==> config.mk <==
export PLATFORM = sky130hd
export DESIGN_NAME = descrambler_scheduler
export DESIGN_NICKNAME = d
export VERILOG_FILES = /design/src/rtl/descrambler_scheduler.sv
export SDC_FILE = /design/constraint.sdc
export NUM_CORES = 1
export LEC_CHECK = 0
export CORE_ASPECT_RATIO = 0.75
export CORE_UTILIZATION = 25
export DETAILED_ROUTE_END_ITERATION = 6
export PLACE_DENSITY = 0.5
export SETUP_SLACK_MARGIN = 0.1
export SKIP_CTS_REPAIR_TIMING = 1
export SYNTH_ARGS = -nofsm -noshare
export SYNTH_HDL_FRONTEND = slang
export SYNTH_SLANG_ARGS = --single-unit
==> constraint.sdc <==
create_clock -name clock -period 3.9 [get_ports clock]
set_input_delay 0.585 -clock clock [delete_from_list [all_inputs] [get_ports clock]]
set_output_delay 0.585 -clock clock [all_outputs]
set_load 0.05 [all_outputs]
==> src/rtl/descrambler_scheduler.sv <==
// ---------------------------------------------------------------------------
// descrambler_scheduler: round-robin shared 8-bit additive descrambler with
// per-channel LFSR context.   Rev 1.0
// ---------------------------------------------------------------------------
`default_nettype none

module descrambler_scheduler #(
  parameter int         NUM_CH = 4,
  parameter logic [7:0] SEED   = 8'hFF,
  parameter int         CHW    = $clog2(NUM_CH)
) (
  input  logic                  clock,
  input  logic                  resetn,
  input  logic                  enable,
  input  logic [NUM_CH-1:0]     req,
  input  logic [8*NUM_CH-1:0]   din,
  input  logic [NUM_CH-1:0]     resync,
  output logic [NUM_CH-1:0]     gnt,
  output logic [7:0]            dout,
  output logic                  dout_valid,
  output logic [CHW-1:0]        dout_ch
);

  logic [7:0]     ctx_q [NUM_CH];
  logic [7:0]     ctx_d [NUM_CH];
  logic [CHW-1:0] ptr_q, ptr_d;
  logic [7:0]     dout_q, dout_d;
  logic           dout_valid_q;
  logic [CHW-1:0] dout_ch_q, dout_ch_d;

  logic           found;
  logic [CHW-1:0] sel;
  logic [7:0]     cur;

  // Modular add for non-power-of-two channel counts.
  function automatic logic [CHW-1:0] wrap_add(input logic [CHW-1:0] p, input int i);
    int s;
    s = int'(p) + i;
    if (s >= NUM_CH) s = s - NUM_CH;
    return s[CHW-1:0];
  endfunction

  always_comb begin
    found = 1'b0;
    sel   = '0;
    if (enable && resetn) begin
      for (int i = 0; i < NUM_CH; i++) begin
        if (!found && req[wrap_add(ptr_q, i)]) begin
          found = 1'b1;
          sel   = wrap_add(ptr_q, i);
        end
      end
    end
  end

  always_comb begin
    gnt = '0;
    if (found) gnt[sel] = 1'b1;
  end

  // A resync coincident with the grant makes this byte use SEED.
  assign cur = resync[sel] ? SEED : ctx_q[sel];

  always_comb begin
    for (int c = 0; c < NUM_CH; c++) begin
      ctx_d[c] = resync[c] ? SEED : ctx_q[c];
    end
    ptr_d     = ptr_q;
    dout_d    = dout_q;
    dout_ch_d = dout_ch_q;
    if (found) begin
      ctx_d[sel] = {cur[6:0], cur[6] ^ cur[3]};
      ptr_d      = wrap_add(sel, 1);
      dout_d     = cur ^ din[{sel, 3'b000} +: 8];
      dout_ch_d  = sel;
    end
  end

  always_ff @(posedge clock or negedge resetn) begin
    if (!resetn) begin
      for (int c = 0; c < NUM_CH; c++) ctx_q[c] <= SEED;
      ptr_q        <= '0;
      dout_q       <= '0;
      dout_valid_q <= 1'b0;
      dout_ch_q    <= '0;
    end else begin
      for (int c = 0; c < NUM_CH; c++) ctx_q[c] <= ctx_d[c];
      ptr_q        <= ptr_d;
      dout_q       <= dout_d;
      dout_valid_q <= found;
      dout_ch_q    <= dout_ch_d;
    end
  end

  assign dout       = dout_q;
  assign dout_valid = dout_valid_q;
  assign dout_ch    = dout_ch_q;

endmodule

`default_nettype wire

# ---- After elaboration in Yosys (flattened, before gate mapping)
# Cells that the tools add are included.
dict set report op_classes {
  add_sub_neg 9
  n_mul 0
  div 0
  n_lt_le_gt_ge 13
  n_eq_ne 0
  n_shift 1
  mux 47
  n_bitwise 3
  reduce_logical 9
}
# cell n
set op_table {}
lappend op_table {{2-to-1 mux 8 bit} 8}
lappend op_table {{bitwise mux 32 bit} 1}
lappend op_table {{2-to-1 mux 32 bit} 1}
lappend op_table {{variable part select 32 x 6 -> 8 bit} 1}
lappend op_table {{2-to-1 mux 2 bit} 14}
lappend op_table {{binary-select mux 8 bit (select 2 bit)} 1}
lappend op_table {{demux 8 bit (select 2 bit)} 1}
lappend op_table {{>= comparator 3 bit, second input constant} 5}
lappend op_table {{< comparator 2 x 3 -> 1 bit, second input constant} 5}
lappend op_table {{2-to-1 mux 1 bit} 14}
lappend op_table {{binary-select mux 1 bit (select 2 bit)} 5}
lappend op_table {{subtractor 2 x 1 -> 2 bit, second input constant} 5}
lappend op_table {{XOR 8 bit} 1}
lappend op_table {{adder 2 x 1 -> 3 bit, second input constant} 2}
lappend op_table {{adder 2 x 2 -> 3 bit, second input constant} 2}
lappend op_table {{logical AND 1 bit} 6}
lappend op_table {{2-to-1 mux 4 bit} 1}
lappend op_table {{>= comparator 2 x 3 -> 1 bit, second input constant} 1}
lappend op_table {{zero test 1 bit} 3}
lappend op_table {{< comparator 3 x 1 -> 1 bit, second input constant} 1}
lappend op_table {{NOT 2 -> 3 bit} 1}
lappend op_table {{demux 1 bit (select 2 bit)} 1}
lappend op_table {{>= comparator 2 x 1 -> 1 bit, second input constant} 1}
lappend op_table {{XOR 1 bit} 1}
dict set report word_totals {
  register_bits 45
  latch_bits 0
  mem_bits_rw 0
  rom_bits 0
  input_bits 43
  out_inout_bits 15
  word_cells 90
  mem_count 0
}

# ---- Depth between registers and ports, before layout
dict set report depth {
  ltp_word 27
  mapped_depth 12
  mapped_depth_nobuf 9
}

# ---- Worst setup path after synthesis
# OpenSTA, ideal clock, no wires.
dict set report synth_timing {
  kind {input to output}
  from {input port enable}
  to {output port gnt[1]}
  arrival_time_ns 3.173
  required_ns 3.315
  slack_ns 0.142
  stages 10
  path_buffers 3
  cell_sequence {nand2_1 > a21o_1 > inv_1 > o211ai_1 > inv_2 > buf_1 > ha_1 > and2_1 > clkbuf_1 > clkbuf_1}
}
dict set report synth_between {
  word_cells_on_any_way 9
  classes_between {2 x order compare; 5 x mux; 2 x reduce/logical}
}
# element line
set synth_rtl {}
lappend synth_rtl {{from (decl)} 14} ;# input logic enable,
lappend synth_rtl {{logical AND 1 bit} 46} ;# if (enable && resetn) begin
lappend synth_rtl {{2-to-1 mux 1 bit} 46}
lappend synth_rtl {{via found} 31} ;# logic found;
lappend synth_rtl {{2-to-1 mux 4 bit} 58} ;# if (found) gnt[sel] = 1'b1;
lappend synth_rtl {{to (decl)} 18} ;# output logic [NUM_CH-1:0] gnt,
# The timed path passes the listed nets, and every way through them passes these cells.

# ---- Worst setup path in the final report
dict set report layout_timing {
  from {input port req[1]}
  to {output port gnt[3]}
}
dict set report layout_between {
  elab_chain_len 21
  word_cells_on_any_way 33
  classes_between {2 x order compare; 24 x mux; 7 x reduce/logical}
}
# element line
set layout_rtl {}
lappend layout_rtl {{from (decl)} 15} ;# input logic [NUM_CH-1:0] req,
lappend layout_rtl {{binary-select mux 1 bit (select 2 bit)} 48} ;# if (!found && req[wrap_add(ptr_q, i)]) begin
lappend layout_rtl {{2-to-1 mux 1 bit (implied by the code)} 48}
lappend layout_rtl {{2-to-1 mux 1 bit} 48}
lappend layout_rtl {{2-to-1 mux 1 bit} 46}
lappend layout_rtl {{zero test 1 bit} 48}
lappend layout_rtl {{logical AND 1 bit} 48}
lappend layout_rtl {{2-to-1 mux 1 bit} 48}
lappend layout_rtl {{2-to-1 mux 1 bit} 46}
lappend layout_rtl {{[5 not listed]} --}
lappend layout_rtl {{logical AND 1 bit} 48}
lappend layout_rtl {{2-to-1 mux 2 bit} 48}
lappend layout_rtl {{2-to-1 mux 2 bit} 46}
lappend layout_rtl {{< comparator 2 x 3 -> 1 bit (implied by the code) or >= comparator 2 x 1 -> 1 bit (tied branches)} 58}
lappend layout_rtl {{logical AND 1 bit (implied by the code)} 58}
lappend layout_rtl {{2-to-1 mux 1 bit (implied by the code)} 58}
lappend layout_rtl {{demux 1 bit (select 2 bit)} 58}
lappend layout_rtl {{2-to-1 mux 4 bit (*)} 58}
# Every way passes the cells marked *; elsewhere a longest branch is shown, timed or not. The select of a mux whose other input is x is not followed.

==> flow_metrics.tcl <==
set metrics [dict create \
    ys_warn_count 0 \
    grt.total_usage 0.1384 \
    fmax_mhz 301.0 \
    setup_violations 0 \
    cts_buffer_depth 2 \
    cts_tree "built" \
    finalClockSkew_ns 0.007390 \
    initial_core_util 0.2614 \
    grt_overflow 0 \
    clk-insertion-delay-late_ns 0.29 \
    hold_class "input port to async pin" \
    clk_pin_slew_ns 0.06 \
    io_pins 58 \
    power.density_nw_per_um2 371.1 \
    num_rows 31 \
    fill_cells 993 \
    place_area_sq_um 3364 \
    ys_seq_area_frac 0.4546 \
    endpoint_kind "output port" \
    syn_area_per_cell_sq_um 10.10 \
    worstPathMaxFanout 7 \
    die-height_um 89.72 \
    final_cells 448 \
    tightest_slew_ns 0.6347 \
    core_sq_um 9813 \
    worstSetupStartpointType "input port" \
    critPathArrivalTime_ns 2.74 \
    cap_violations 0 \
    min_period_ns 3.322 \
    seqCellArea_sq_um 1166 \
    nNetsFinal 362 \
    final_area_sq_um 3501 \
    die_x_um 119.0 \
    ys_seq_elements 45 \
    antenna_cells 0 \
    area_growth_pct 36.49 \
    dieArea_sq_um 10670 \
    vias 2096 \
    viasPerCell 4.679 \
    cts_htree_levels 2 \
    grt_max_degree 46 \
    hold_viol 0 \
    root_buffer "clkbuf_16" \
    critPathKind "input port to output port" \
    first_pass_iters 4 \
    grt_first_pass_wirelength_um 11520 \
    rsz0062_at_grt "false" \
    synth_cells 254 \
    p_total_mw 1.299 \
    cts_made_buffers 5 \
    syn_nets 301 \
    dpl.hpwl_um 5197 \
    yosys.cell_types.count 32 \
    status "completed" \
    multi_input_area_sq_um 1301 \
    post-route-period-util 0.8518 \
    gp_congestion 0.7598 \
    layout-drive-gt1-share 0.2215 \
    grt_antenna_before_repair 0 \
    portBuffers 57 \
    vdd_ir_drop_max_v 0.0001433 \
    p_leak_nw 1.291 \
    final.setup.tns_ns 0 \
    worstPathRequired_ns 3.31 \
    drc_errors 0 \
    placed_cells 440 \
    layout_commonest_cell "clkdlybuf4s50_1" \
    cts_num_sinks 45 \
    synth_area_sq_um 2565 \
    finalMaxSlewViolations 0 \
    grt_pass1_vias 2080 \
    routedWlPerCell_um 16.24 \
    drt-initial-drc-count 78 \
    drt-total-wl_um 7275 \
    holdWs_ns 0.4081 \
    ant_nets 0 \
    final_cell_mix "52 x clkdlybuf4s50_1, 32 x dfstp_2, 30 x a21oi_1" \
    slew_headroom 0.5724 \
]
## per-layer routing
metal | vias up | part of all wire | track usage
met1 | 986 | 0.54 | 0.2120
met4 | 0 | 0.0065 | 0.03165
met3 | 4 | 0.067 | 0.03046
met5 | - | 0 | 0
met2 | 74 | 0.39 | 0.1949
li1 | 1032 | - | -
## Yosys cell counts
library cell  count  share of area
a2111oi_0         4          0.014
a211oi_1          2         0.0059
a211oi_2          3          0.015
a211oi_4          1         0.0078
a21o_1            1         0.0029
a21oi_1          30          0.059
and2_1            4         0.0098
and4bb_1          2         0.0098
buf_1             5         0.0073
buf_2             3         0.0059
clkbuf_1         10          0.015
dfrtp_1          13           0.13
dfstp_2          32           0.33
ha_1              4          0.020
inv_1             5         0.0073
inv_2             2         0.0029
mux2i_1          28           0.11
mux4_2            6          0.053
nand2_1          18          0.026
nor2_1           14          0.020
nor2_2            1         0.0024
nor2b_1           2         0.0049
nor3_1           29          0.057
nor3b_1           1         0.0029
o211ai_1          1         0.0029
o21a_1            2         0.0059
o21ai_0          14          0.027
o21bai_1          7          0.020
o22ai_1           1         0.0024
o31ai_1           1         0.0029
xnor2_1           7          0.024
xor2_1            1         0.0034
## final cells by class
class,instances,share of cell area
inverters,7,0.007505
well taps,132,0.04718
clock buffers,8,0.03896
repair buffers,72,0.2016
multi-input cells,184,0.3717
flip-flops and latches,45,0.3331
## flip-flops by register name, indices dropped and copies added (netlist names)
| register | cells |
|---|---|
| ctx_q | 32 |
| dout | 8 |
| dout_ch | 2 |
| dout_valid | 1 |
| ptr_q | 2 |
## through the flow
stage,util,setup slack [ns]
finish,0.3568,0.5778
global route,0.3568,0.4336
CTS,0.3568,0.5704
detailed placement,0.3429,0.5358
global placement,0.3429,0.6294
floorplan,-,0.1423
## report_power, final
part,switching (mW),leakage (nW),internal [mW]
Combinational,0.218,0.727,0.150
Clock,0.165,0.0652,0.238
Sequential,0.0227,0.498,0.505
## worst max-delay path, stage by stage
cell	delay, ns
clkdlybuf4s50_1	0.56
and4bb_1	0.25
o21a_1	0.26
a211oi_4	0.32
buf_4	0.24
ha_1	0.16
and2_1	0.20
buf_12	0.16
## cells by family after synthesis
group	count (synthesis)	share of synthesized area
simple gates	71	0.1332
compound gates	67	0.1654
flops	45	0.4546
mux	34	0.1620
buf+inv	25	0.03805
xor+xnor	8	0.02732
fa+ha+maj	4	0.01951
## path summary, 6_finish.rpt
check	startpoint	end	slack (ns)	depth (start not counted)
setup reg to reg	ptr_q[1]	ctx_q[0]	1.22	8
hold / removal	resetn	dout_ch[0]	0.41	2
min in group clock	dout[1]	dout[1]	0.48	2
hold reg to reg	dout[1]	dout[1]	0.48	2
setup / recovery	req[1]	gnt[3]	0.58	8
max in group asynchronous	resetn	dout[1]	3.07	2
(Power assumes the default switching activity.)
